--- config.mk ---
export PLATFORM = sky130hd
export DESIGN_NAME = mem_access_unit
export DESIGN_NICKNAME = d
export VERILOG_FILES = /design/src/rtl/mem_access_unit.sv
export SDC_FILE = /design/constraint.sdc
export NUM_CORES = 1
export LEC_CHECK = 0
export ABC_CLOCK_PERIOD_IN_PS = 3500
export BUFFER_PORTS_ARGS = -buffer_cell sky130_fd_sc_hd__buf_2
export CORE_ASPECT_RATIO = 0.9
export CORE_UTILIZATION = 49
export CTS_CLUSTER_SIZE = 8
export DETAILED_ROUTE_END_ITERATION = 8
export GPL_TIMING_DRIVEN = 1
export PLACE_DENSITY = 0.92
export SYNTH_ARGS = -nofsm -noshare
export SYNTH_HDL_FRONTEND = slang
export SYNTH_SLANG_ARGS = --single-unit
export TNS_END_PERCENT = 50
--- constraint.sdc ---
create_clock -name clk -period 3.5 [get_ports clk]
set_clock_uncertainty 0.15 [all_clocks]
set_input_delay 0.175 -clock clk [delete_from_list [all_inputs] [get_ports clk]]
set_output_delay 0.175 -clock clk [all_outputs]
set_load 0.005 [all_outputs]
--- src/rtl/mem_access_unit.sv ---
// Multi-cycle memory access unit: launches one fetch, read or write per request,
// holds the controller with stall, and reports misalignment and timeouts on a sticky fault.
module mem_access_unit #(
  parameter int TIMEOUT = 15
) (
  input  logic        clk,
  input  logic        rst,
  input  logic        IorD,
  input  logic [31:0] PC,
  input  logic [31:0] ALUOut,
  input  logic [31:0] B,
  input  logic        MemRead,
  input  logic        MemWrite,
  input  logic        IRWrite,
  input  logic [31:0] mem_rdata,
  input  logic        mem_ready,
  output logic        mem_req,
  output logic        mem_we,
  output logic [31:0] mem_addr,
  output logic [31:0] mem_wdata,
  output logic [31:0] Instr,
  output logic [5:0]  Opcode,
  output logic [5:0]  Funct,
  output logic [31:0] Data,
  output logic        stall,
  output logic        fault
);

  typedef enum logic [1:0] {S_IDLE, S_BUSY, S_DONE} state_e;
  typedef enum logic [1:0] {OP_FETCH, OP_READ, OP_WRITE} op_e;

  localparam logic [7:0] TIMEOUT_LAST = 8'(TIMEOUT - 1);

  state_e      state_q, state_d;
  op_e         op_q, op_d;
  logic [7:0]  cnt_q, cnt_d;
  logic [31:0] addr_q, addr_d;
  logic [31:0] wdata_q, wdata_d;
  logic [31:0] instr_q, instr_d;
  logic [31:0] data_q, data_d;
  logic        fault_q, fault_d;

  logic        req_any;
  logic [31:0] req_addr;

  assign req_any  = MemRead | MemWrite | IRWrite;
  assign req_addr = IorD ? ALUOut : PC;

  // Handshake: mem_req stays high through BUSY with address/data frozen; the
  // access completes on the first BUSY cycle that sees mem_ready high.
  always_comb begin
    state_d = state_q;
    op_d    = op_q;
    cnt_d   = cnt_q;
    addr_d  = addr_q;
    wdata_d = wdata_q;
    instr_d = instr_q;
    data_d  = data_q;
    fault_d = fault_q;
    stall   = 1'b0;
    mem_req = 1'b0;
    mem_we  = 1'b0;
    case (state_q)
      S_IDLE: begin
        if (req_any) begin
          stall   = 1'b1;
          addr_d  = req_addr;
          wdata_d = B;
          cnt_d   = 8'd0;
          if (MemWrite)     op_d = OP_WRITE;
          else if (IRWrite) op_d = OP_FETCH;
          else              op_d = OP_READ;
          // Misaligned accesses never reach memory.
          if (req_addr[1:0] != 2'b00) begin
            fault_d = 1'b1;
            state_d = S_DONE;
          end else begin
            state_d = S_BUSY;
          end
        end
      end
      S_BUSY: begin
        stall   = 1'b1;
        mem_req = 1'b1;
        mem_we  = (op_q == OP_WRITE);
        if (mem_ready) begin
          if (op_q == OP_FETCH) instr_d = mem_rdata;
          if (op_q == OP_READ)  data_d  = mem_rdata;
          state_d = S_DONE;
        end else if (cnt_q == TIMEOUT_LAST) begin
          fault_d = 1'b1;
          state_d = S_DONE;
        end else begin
          cnt_d = cnt_q + 8'd1;
        end
      end
      S_DONE: state_d = S_IDLE;
      default: state_d = S_IDLE;
    endcase
  end

  always_ff @(posedge clk) begin
    if (rst) begin
      state_q <= S_IDLE;
      op_q    <= OP_FETCH;
      cnt_q   <= 8'd0;
      addr_q  <= 32'd0;
      wdata_q <= 32'd0;
      instr_q <= 32'd0;
      data_q  <= 32'd0;
      fault_q <= 1'b0;
    end else begin
      state_q <= state_d;
      op_q    <= op_d;
      cnt_q   <= cnt_d;
      addr_q  <= addr_d;
      wdata_q <= wdata_d;
      instr_q <= instr_d;
      data_q  <= data_d;
      fault_q <= fault_d;
    end
  end

  assign mem_addr  = addr_q;
  assign mem_wdata = wdata_q;
  assign Instr     = instr_q;
  assign Opcode    = instr_q[31:26];
  assign Funct     = instr_q[5:0];
  assign Data      = data_q;
  assign fault     = fault_q;

endmodule

# Word-level counts from Yosys, hierarchy flattened

Cells that the tools add are included.

Register bits after elaboration: 141
Output and inout bits: 144
Word-level logic and storage cells: 52

$add $sub $neg: 1
Equality and inequality tests: 10
Muxes and demuxes: 21
Bitwise gates (word level): 2
Reduce and logical (&&, ||, !) cells: 10

Operators with widths:

| cell                                                             | count |
|---|---|
| 32-bit 2-to-1 mux                                                | 1 |
| 8-bit 2-to-1 mux                                                 | 3 |
| 8-bit one-hot mux with 2 select lines                            | 1 |
| 2-bit 2-to-1 mux                                                 | 5 |
| 2-bit inequality test (second input constant)                    | 5 |
| 8-bit by 1-bit adder with 8-bit output (second input constant)   | 1 |
| 8-bit by 4-bit == test with 1-bit output (second input constant) | 1 |
| 1-bit 2-to-1 mux                                                 | 8 |
| 3-bit AND reduction                                              | 2 |
| 5-bit AND reduction                                              | 1 |
| 2-bit by 1-bit == test with 1-bit output (second input constant) | 2 |
| 2-bit zero test                                                  | 2 |
| 1-bit one-hot mux with 2 select lines                            | 2 |
| 2-bit one-hot mux with 2 select lines                            | 1 |
| 2-bit AND reduction                                              | 2 |
| 4-bit AND reduction                                              | 1 |
| 2-bit nonzero test                                               | 2 |
| 3-bit inequality test (second input constant)                    | 1 |
| 2-bit == test (second input constant)                            | 1 |
| 1-bit OR                                                         | 2 |

# Longest topological paths before layout

Depth after elaboration: 5
Gate-level depth with buffers: 7
Depth with buffers taken out: 5

# Least setup slack after synthesis

Ideal clock, no wire load.

Path type: register to register
Start point: register cnt_q[0]
End point: register cnt_q[3]
Library setup time: 0.070 ns
Arrival: 1.485 ns
Required time: 3.280 ns
Setup slack: 1.795 ns
Stages on the path, launching flop included: 7
Clock period less this slack: 1.705 ns
Path through: dfxtp_1 inv_1 ha_1 and4_4 buf_6 or4_1 a21boi_1

Word-level cells in the longest chain between the ends: 4
Elaborated cells between the ends (all ways): 7
Those cells by class: add/sub (1); eq/ne (2); mux (3); reduce/logical (1)

Ends and longest elaborated chain:

| item                                   | line | RTL |
|---|---|---|
| start, declared                        | 36   | `logic [7:0] cnt_q, cnt_d;` |
| start signal, assigned                 | 115  | `cnt_q <= cnt_d;` |
| 8-bit by 1-bit adder with 8-bit output | 94   | `cnt_d = cnt_q + 8'd1;` |
| 8-bit 2-to-1 mux                       | 90   | `end else if (cnt_q == TIMEOUT_LAST) begin` |
| 8-bit 2-to-1 mux                       | 86   | `if (mem_ready) begin` |
| 8-bit one-hot mux with 2 select lines  | 63   | `case (state_q)` |

Parallel ways exist; a longest one is shown, timed or not. The select of a mux whose other input is x is not followed.
A chain may end at the register's enable or synchronous reset.

# Worst setup path in the final report

Start point: input MemWrite
End point: register wdata_q[20] (netlist: mem_wdata[20])

Word-level cells in the longest chain between the ends: 3

Ends and longest elaborated chain:

| item                          | line | RTL |
|---|---|---|
| start, declared               | 13   | `input logic MemWrite,` |
| 1-bit OR (2 in a row)         | 46   | `assign req_any = MemRead \| MemWrite \| IRWrite;` |
| 2-bit AND reduction (no line) | n/a  |  |
| end signal, assigned          | 117  | `wdata_q <= wdata_d;` |
| end, declared                 | 38   | `logic [31:0] wdata_q, wdata_d;` |

Every way passes these cells.

==> summary.md <==
| Metric | Value |
|---|---|
| Status | finished, final reports clean |
| Clock transition at the registers of the reported paths | 0.06 ns |
| Die W | 113.3 µm |
| Fin. Hold Viols | 0 |
| HP Class | input port to flop |
| Most used DFF post-synth | dfxtp_1 |
| Mapped Avg Cell Area | 8.308 µm² |
| Vias per inst | 5.226 |
| Worst Hold Path Cells | 3 |
| Drc violations | 0 |
| Startpoint types | input port |
| Pins Over Slew Limit | 0 |
| Clock tree buffer depth | 2 |
| Worst reg2reg path endpoint | mem_addr[7] |
| Drt first pass iters | 5 |
| Post-CTS sizing | 0 |
| Area grow syn2layout | 58.50% |
| Max VDD drop | 0.0003332 V |
| Final setup TNS | 0 ns |
| Netlist cell types | 38 |
| Ys async rst share | 0% |
| Synth top area cells | dfxtp_1 52%, nand2_1 13%, a21oi_1 9.2% |
| Final non-filler cell total | 1186 |
| Htree depth | 4 |
| Achievable clock frequency | 421.1 MHz |
| GPL Wtd Cong | 0.8255 |
| Skew-Pair Late Insertion Delay | 0.41 ns |
| EDFF count, synth | 0 |
| Number of setup buffers added after CTS | 0 |
| Iter 0 DRT Violations | 410 |
| Cell area after synthesis | 0.005466 mm² |
| Post-synth top area share | 51.64% |
| Hold Startpoint | PC[17] |
| Final setup fails | 0 |
| WS Path Type | input port to flop |
| Initial Util | 50.36% |
| Mapped Cells | 658 |
| Overall global routing resource usage | 32.59% |
| Seq/Total Area, Yosys | 51.64% |
| Grt ovf | 0 |
| Final instance area | 0.008665 mm² |
| Crit share post-route | 67.84% |
| Crit path max fanout | 33 |
| Total CTS buffers | 17 |
| Layout Nets | 1157 |
| CTS root buf | clkbuf_16 |
| Full die area | 0.01158 mm² |
| CTS tree | done |
| TritonCTS Sinks | 141 |
| Worst Setup End Kind | flop |
| Core area | 0.01086 mm² |
| Worst r2r src | state_q[0] |
| Die Y | 102.2 µm |
| Max_cap viols | 0 |
| Post-DRT Antenna Nets | 0 |
| Most frequent cell after synthesis | nand2_1 |
| YS warnings | 0 |
| RSZ-0062 raised after global routing | false |
| Worst relative slew slack | 20.73% |
| Vias in the first global route | 6039 |
| Antenna violations before repair | 0 |
| DR vias | 6198 |
| Worst-Margin Slew | 1.189 ns |
| Placed Area | 0.006802 mm² |
| Leakage | 4.009 nW |
| Inst Count DP | 1033 |
| First-pass GRT wire length | 29160 µm |
| Layout cells sized above 1 | 30.98% |
| Pwr/cell area | 506.2 mW/mm² |
| I/O pin count | 279 |
| Largest net degree at the start of global routing | 101 |
| DP Wirelength | 10270 µm |
| Synth Net Count | 795 |
| Reg2Reg Depth | 4 |
| Final WL | 19390 µm |
| Wirelength per Cell | 16.35 µm |
| Post-synthesis register bit count | 141 |
| Arrival time at the worst endpoint | 2.56 ns |
| Std cell rows | 36 |
| Worst Path Required | 3.68 ns |
| Worst Hold End | mem_addr[17] |
| Port bufs | 278 |
| Post-synth top area cell | dfxtp_1 |
| Final min period | 2.375 ns |
| Synth top cells by count | 195 x nand2_1, 141 x dfxtp_1, 100 x a21oi_1 |
| Worst R2R Setup Slack | 1.21 ns |
-- stage by stage --
step	worst slack [ns]	util (%)	hold slack [ns]	total power [W]
floorplan	1.795	-	0.1610	0.002034
CTS	1.231	79.79	0.0002957	0.004359
global route	1.030	79.79	0.009572	0.004523
global placement	1.430	62.66	0.2652	0.002237
detailed placement	1.326	62.66	0.2709	0.002252
finish	1.125	79.82	0.001267	0.004386
-- layout by cell type (no fill, tap or decap), types with 2 or more instances in the layout --
master	n
buf_2	277
nand2_1	195
dfxtp_1	141
dlygate4sd3_1	120
a21oi_1	100
nor2_1	37
mux2i_1	32
a211oi_1	32
clkbuf_16	17
nor3_1	6
buf_4	6
a21boi_1	5
bufinv_16	5
inv_1	4
or4_1	4
or3_1	4
nand3_1	4
inv_6	4
o21ai_0	3
nand4_1	3
o31ai_1	3
nor2b_1	2
nor3b_1	2
o21a_1	2
xor2_1	2
ha_1	2
clkinvlp_4	2
clkinv_4	2
-- repair_timing --
action                     4_1_cts  5_1_grt
setup endpoints to repair        0        0
hold endpoints to repair       127        0
hold buffers                   120        0
-- cells by family (layout without fill, tap and decap cells) --
group / after synthesis / count (layout) / share of synthesized area, %
DFF: 141 / 141 / 51.64
buffers and inverters: 65 / 440 / 5.722
AOI/OAI and AO/OA: 148 / 148 / 15.66
and+or+nand+nor: 268 / 268 / 20.35
adders and majority gates: 2 / 2 / 0.4577
other: 0 / 1 / 0
xor gates and xnor gates: 2 / 2 / 0.3205
muxes: 32 / 32 / 5.860
-- final cells by class --
type	instances	area, µm²
Sequential cell	141	2823
Timing Repair Buffer	403	2633
Multi-Input combinational cell	452	2338
Fill cell	623	2191
Clock buffer	17	425.4
Clock inverter	15	234.0
Tap cell	152	190.2
Inverter	5	18.77
Antenna cell	1	2.502
-- critical path: stages --
cell	delay, ns
dlygate4sd3_1	0.55
buf_2	0.15
or3_1	0.42
nand2_1	0.83
nand2_1	0.21
a21oi_1	0.22
-- state kept, by name, indices dropped and copies added (netlist names) --
signal and count:
Instr 32, cnt_q 8, mem_addr 32, op_q 2, mem_wdata 32, state_q 2, Data 32, fault 1
-- power breakdown --
part / switching [W] / internal (W)
clock network: 0.000731 / 0.00128
registers: 0.0000555 / 0.00170
logic: 0.000315 / 0.000305
total: 0.00110 / 0.00328
-- layer usage --
layer	GRT usage [%]	share of wire, %
met4	19.84	4.7
met1	34.34	37
met2	58.28	51
met5	0	0
met3	9.609	7.1
-- worst max path at each step --
stage          startpoint            end  slack [ns]  cells after the start
4_1_cts          MemWrite  mem_wdata[11]        1.23                      6
6_report         MemWrite  mem_wdata[20]        1.13                      6
3_3_place_gp   state_q[0]       cnt_q[2]        1.43                      4
3_5_place_dp   state_q[0]       cnt_q[2]        1.33                      4
5_1_grt          MemWrite  mem_wdata[20]        1.03                      6
2_1_floorplan    cnt_q[0]       cnt_q[3]        1.80                      6
No activity file was read; power rests on OpenSTA's default activity.
